===== src/rtl/wb_commit_unit_pkg.sv =====
// Shared encodings for the write-back/commit stage: write-back source selects,
// condition codes, and the PC register index.
package wb_commit_unit_pkg;

  // Write-back data source select (WB_Ct[4:3])
  localparam logic [1:0] WB_SEL_ALU = 2'b00;
  localparam logic [1:0] WB_SEL_MEM = 2'b01;
  localparam logic [1:0] WB_SEL_PC  = 2'b10;
  localparam logic [1:0] WB_SEL_ZP9 = 2'b11;

  // Commit condition (WB_Ct[1:0])
  localparam logic [1:0] COND_ALWAYS  = 2'b00;
  localparam logic [1:0] COND_Z       = 2'b01;
  localparam logic [1:0] COND_C       = 2'b10;
  localparam logic [1:0] COND_ALWAYS2 = 2'b11;

  // Register index that aliases the program counter
  localparam int unsigned R7_IDX = 7;

  // Resolve a commit condition against the architectural flags
  function automatic logic cond_pass(input logic [1:0] cond, input logic c, input logic z);
    logic ok;
    unique case (cond)
      COND_ALWAYS:  ok = 1'b1;
      COND_Z:       ok = z;
      COND_C:       ok = c;
      COND_ALWAYS2: ok = 1'b1;
      default:      ok = 1'b1;
    endcase
    return ok;
  endfunction

endpackage


===== src/rtl/wb_commit_unit_data_mux.sv =====
// 4:1 write-back data select.
module wb_data_mux
  import wb_commit_unit_pkg::*;
#(
  parameter int unsigned DW = 16
) (
  input  logic [1:0]    sel,
  input  logic [DW-1:0] alu_out,
  input  logic [DW-1:0] mem_do,
  input  logic [DW-1:0] pc_plus,
  input  logic [DW-1:0] zp9,
  output logic [DW-1:0] data
);

  // Pick the write-back source
  always_comb begin
    data = alu_out;
    unique case (sel)
      WB_SEL_ALU: data = alu_out;
      WB_SEL_MEM: data = mem_do;
      WB_SEL_PC:  data = pc_plus;
      WB_SEL_ZP9: data = zp9;
      default:    data = alu_out;
    endcase
  end

endmodule


===== src/rtl/wb_commit_unit.sv =====
// Write-back/commit stage: resolves the commit condition against the architectural
// flags, drives the register-file write port, updates C/Z, keeps a one-deep
// forwarding register, flags PC (R7) writes as a redirect, and counts retirements.
module wb_commit_unit
  import wb_commit_unit_pkg::*;
#(
  parameter int unsigned DW    = 16,
  parameter int unsigned RW    = 3,
  parameter int unsigned CNT_W = 16
) (
  input  logic             clock,
  input  logic             clear,
  input  logic             enable,
  input  logic             valid,
  input  logic [4:0]       WB_Ct,
  input  logic [RW-1:0]    Rd,
  input  logic [3:0]       opcode,
  input  logic             LW,
  input  logic             LM,
  input  logic [DW-1:0]    ALUout,
  input  logic [DW-1:0]    Mem_DO,
  input  logic [DW-1:0]    PC_plus,
  input  logic [DW-1:0]    ZP9,
  input  logic             c_in,
  input  logic             z_in,
  input  logic             c_we,
  input  logic             z_we,
  output logic             rf_we,
  output logic [RW-1:0]    rf_wa,
  output logic [DW-1:0]    rf_wd,
  output logic             c_flag,
  output logic             z_flag,
  output logic             fwd_valid,
  output logic [RW-1:0]    fwd_rd,
  output logic [DW-1:0]    fwd_data,
  output logic             pc_redirect,
  output logic [DW-1:0]    pc_target,
  output logic [CNT_W-1:0] retired
);

  logic live;
  logic cond_ok;
  logic commit;
  logic c_d;
  logic z_d;
  logic is_r7;

  // Opcode is decoded upstream into the LW/LM markers; not needed here
  logic unused_opcode;
  assign unused_opcode = ^opcode;

  wb_data_mux #(
    .DW(DW)
  ) u_data_mux (
    .sel     (WB_Ct[4:3]),
    .alu_out (ALUout),
    .mem_do  (Mem_DO),
    .pc_plus (PC_plus),
    .zp9     (ZP9),
    .data    (rf_wd)
  );

  // Commit decision and same-cycle register-file write port
  always_comb begin
    live    = valid & enable;
    // Registered flags only: a dependent instruction sees the previous commit's result
    cond_ok = cond_pass(WB_Ct[1:0], c_flag, z_flag);
    commit  = live & cond_ok;
    rf_we   = commit & WB_Ct[2];
    rf_wa   = Rd;
    is_r7   = (Rd == RW'(R7_IDX));
  end

  // Next flag values; LW derives Z from the loaded word, LM never touches flags
  always_comb begin
    c_d = c_flag;
    z_d = z_flag;
    if (commit && !LM) begin
      if (c_we) c_d = c_in;
      if (LW) begin
        z_d = (Mem_DO == '0);
      end else if (z_we) begin
        z_d = z_in;
      end
    end
  end

  // Architectural flags, forwarding register, redirect pulse and retire counter
  always_ff @(posedge clock) begin
    if (clear) begin
      c_flag      <= 1'b0;
      z_flag      <= 1'b0;
      fwd_valid   <= 1'b0;
      fwd_rd      <= '0;
      fwd_data    <= '0;
      pc_redirect <= 1'b0;
      pc_target   <= '0;
      retired     <= '0;
    end else if (enable) begin
      c_flag      <= c_d;
      z_flag      <= z_d;
      fwd_valid   <= rf_we;
      fwd_rd      <= Rd;
      fwd_data    <= rf_wd;
      pc_redirect <= rf_we & is_r7;
      pc_target   <= rf_wd;
      // Condition-failed slots still retire
      if (valid) retired <= retired + CNT_W'(1);
    end else begin
      // Stall: everything holds except the redirect pulse, which must not stretch
      pc_redirect <= 1'b0;
    end
  end

endmodule


===== config.mk =====
export PLATFORM = sky130hd
export DESIGN_NAME = wb_commit_unit
export DESIGN_NICKNAME = d
export VERILOG_FILES = /design/src/rtl/wb_commit_unit_pkg.sv /design/src/rtl/wb_commit_unit_data_mux.sv /design/src/rtl/wb_commit_unit.sv
export SDC_FILE = /design/constraint.sdc
export NUM_CORES = 1
export LEC_CHECK = 0
export ABC_AREA = 1
export BUFFER_PORTS_ARGS = -buffer_cell sky130_fd_sc_hd__buf_2
export CAP_MARGIN = 20
export CORE_ASPECT_RATIO = 0.7
export CORE_MARGIN = 4
export CORE_UTILIZATION = 35
export CTS_CLUSTER_DIAMETER = 30
export DETAILED_ROUTE_END_ITERATION = 10
export GPL_TIMING_DRIVEN = 0
export HOLD_SLACK_MARGIN = 0.02
export MAX_ROUTING_LAYER = met4
export PLACE_DENSITY = 0.68
export SLEW_MARGIN = 20
export SYNTH_ARGS = -nofsm -noshare
export SYNTH_HDL_FRONTEND = slang
export SYNTH_SLANG_ARGS = --single-unit

===== constraint.sdc =====
create_clock -name clock -period 1.14 [get_ports clock]
set_input_delay 0 -clock clock [delete_from_list [all_inputs] [get_ports clock]]
set_output_delay 0 -clock clock [all_outputs]
set_load 0.02 [all_outputs]

==> results.yml <==
hold_path:
  worstHoldEndpoint: "pc_target[4]$_SDFFE_PP0P_"
  worstHoldPathCells: 3
  min-delay-start: "ALUout[4]"
  hold_class: "in -> reg"
sta:
  fmaxAchievable_ghz: 0.8656
  hold_violations: 0
  rsz0062_at_grt: "yes"
  setup_viol: 3
  skew_ps: 5.077
  max_slew_margin_pct: 65.22
  worst_slew_pin_slew_ps: 521.7
  setup_ws_ps: -15.33
  fin_crit_ps: 1155
  period_share_pct: 101.3
  slew_violations: 0
critical_path:
  critical_path.max_fanout: 7
  reg2reg_depth: 7
  path_cells: "nand2_1 > nor2_4 > nand3_4 > nor2_4 > nand2_1 > nand2_1 > nor2_1"
  required_ps: 1330
  reg2reg_from: "retired[4]$_SDFFE_PP0N_"
  cpMostUsedCell: "nand2_1"
  cp_top_family: "simple AND/OR/NAND/NOR gates"
  end_kind: "flip-flop"
  cp_slowest_cell: "dfxtp_4"
  crit_cells: 7
  arrival_ps: 1340
  cp.buffers_inverters: 0
  crit_type: "reg -> reg"
  cp-start-kind: "flip-flop"
  max_stage_delay_ps: 380
  ff2ff_setup_slack_ps: -20
  r2r_end: "retired[14]$_SDFFE_PP0N_"
finish:
  seq_area_um2: 817.0
  antennaDiodeCount: 0
  drive_gt1_share_pct: 43.39
  multiInputGateArea_um2: 1328
  post-route-util_pct: 56.61
  fill_cells: 649
  area_growth_pct: 52.56
  nNetsFinal: 648
  final_cell_mix: "155 x buf_2, 103 x nand2_1, 60 x nor2_1"
  final_common_cell: "buf_2"
pwr:
  switching_share_pct: 33.32
  p_seq_share_pct: 43.3
  p_leak_uw: 0.001935
  internal_power_uw: 2247
  power_uw: 3369
  ir_drop_v: 0.0004909
  power.density_nw_per_um2: 930.5
  switchingPower_uw: 1123
  pwr-share-comb_pct: 29.9
  clockPowerShare_pct: 26.9
grt:
  grt_usage_pct: 20.94
  antenna_found_initial: 0
  grt_pass1_vias: 2853
  grt_overflow: 0
  grt_max_degree: 12
  grt_pass1_wl_um: 13650
detailed_routing:
  via_per_inst: 4.561
  drc_errors: 0
  wire_per_inst_um: 13.02
  vias: 2969
  dr.pass1.iters: 5
  antenna_left: 0
  wirelength_um: 8476
  drtIter0Drc: 142
floorplan:
  fp-row-count: 24
  core_area_um2: 6396
  die_h_um: 76.90
  dieArea_um2: 8184
  start_util_pct: 37.11
  die_w_um: 106.4
  pin_count: 161
status:
  violations: "setup timing"
  outcome: "finished, violations left"
logic_synthesis:
  syn_nets: 473
  syn_inst: 384
  ys_seq_area_share_pct: 32.89
  ys_seq_elements: 39
  synth.cell_area_um2: 2374
  ys_warn_count: 0
  avgSynthCellArea_um2: 6.181
  synthDistinctLibCells: 25
clock_network:
  cts_tree: "built"
  clock_latency_ps: 290
  numCtsBuffers: 5
  clk_pin_slew_ps: 80
  htree_levels: 2
  clock-sinks: 39
  cts_buffer_depth: 2
  root_buffer: "clkbuf_8"
place:
  routabilityCongestion: 0.8555
  io_buffers: 156
  dp_hpwl_um: 6906
job:
  max_cap_violations: 0
## cells in the mapped netlist
cell type | count | area share, %
a21oi_1 | 11 | 2.3
a21oi_2 | 1 | 0.37
buf_2 | 1 | 0.21
buf_4 | 21 | 6.6
buf_6 | 2 | 0.95
clkbuf_1 | 6 | 0.95
dfxtp_1 | 39 | 33
ha_1 | 3 | 1.6
inv_1 | 43 | 6.8
inv_2 | 4 | 0.63
nand2_1 | 108 | 17
nand2_2 | 1 | 0.26
nand3_1 | 15 | 3.2
nand4_1 | 18 | 4.7
nor2_1 | 67 | 11
nor2_2 | 2 | 0.53
nor2_4 | 2 | 0.95
nor3_1 | 4 | 0.84
nor3b_1 | 1 | 0.32
nor3b_2 | 1 | 0.53
o21ai_0 | 13 | 2.7
o21ai_1 | 15 | 3.2
o21bai_1 | 1 | 0.32
or2_2 | 4 | 1.1
xor2_1 | 1 | 0.37
## layer usage
metal,share of wire [%],wire (um),GRT usage [%],vias to the layer above
met4,1.1,93,4.981,0
met1,47,3950,27.65,1318
met5,0,0,-,-
met2,46,3884,33.63,102
li1,-,-,-,1539
met3,6.5,547,3.523,10
## stage by stage
step	std cells	TNS (ps)	hold WS, ps	cell area, um^2	setup WS, ps
2_1_floorplan	384	-42.45	112.6	2412	-32.38
3_3_place_gp	631	-395.6	242.4	3307	-108.3
3_5_place_dp	631	-608.8	247.0	3307	-119.3
4_1_cts	650	-52.03	27.57	3561	-24.00
5_1_grt	651	-707.8	45.72	3621	-122.2
6_report	651	-41.54	28.94	3621	-15.33
## state kept, by name (all words and copies together) (netlist names)
signal / flops
pc_redirect: 1
fwd_valid: 1
pc_target: 16
fwd_rd: 3
c_flag: 1
z_flag: 1
retired: 16
## layout make-up
type	instances	share of cell area [%]
plain buffers	30	5.805
clock buffers	7	2.108
clock inverters	1	0.1382
inverters	47	5.010
multi-input cells	268	36.66
flip-flops and latches	39	22.56
well taps	91	3.144
repair buffers	168	24.57
## worst register-to-register path: cells and delay by family, from the launching register on
| kind | cells | cell delay, ps |
|---|---|---|
| and+or+nand+nor | 7 | 650 |
| DFF | 1 | 380 |
## worst max-delay path by stage
stage                            start                        to  slack, ps
2_1_floorplan  retired[0]$_SDFFE_PP0N_  retired[14]$_SDFFE_PP0N_        -30
3_5_place_dp   retired[4]$_SDFFE_PP0N_  retired[14]$_SDFFE_PP0N_       -120
6_report       retired[4]$_SDFFE_PP0N_  retired[14]$_SDFFE_PP0N_        -20
5_1_grt        retired[1]$_SDFFE_PP0N_  retired[12]$_SDFFE_PP0N_       -120
3_3_place_gp   retired[1]$_SDFFE_PP0N_   retired[9]$_SDFFE_PP0N_       -110
4_1_cts        retired[1]$_SDFFE_PP0N_  retired[14]$_SDFFE_PP0N_        -20
## timing repair
item,4_1_cts,5_1_grt
pin swaps,14,10
setup buffers,6,1
setup endpoints to repair,8,12
gates resized for setup,27,14
hold endpoints to repair,6,0
hold buffers,5,0
## kinds of logic (layout without fill, tap and decap cells)
logic type / Yosys count / count (layout) / synth area share [%]
xor+xnor: 1 / 1 / 0.3691
flops: 39 / 39 / 32.89
buf+inv: 77 / 253 / 16.18
fa+ha+maj: 3 / 3 / 1.582
simple gates: 223 / 223 / 40.06
compound gates: 41 / 41 / 8.909
## power by group through the flow
stage | logic [uW] | clock network (uW) | registers [uW]
after CTS | 1000 | 924 | 1470
after detailed placement | 976 | 0 | 1500
after global routing | 1100 | 986 | 1470
after global placement | 967 | 0 | 1500
after floorplan | 500 | 0 | 1560
final | 1010 | 905 | 1460
(Power assumes the default switching activity.)
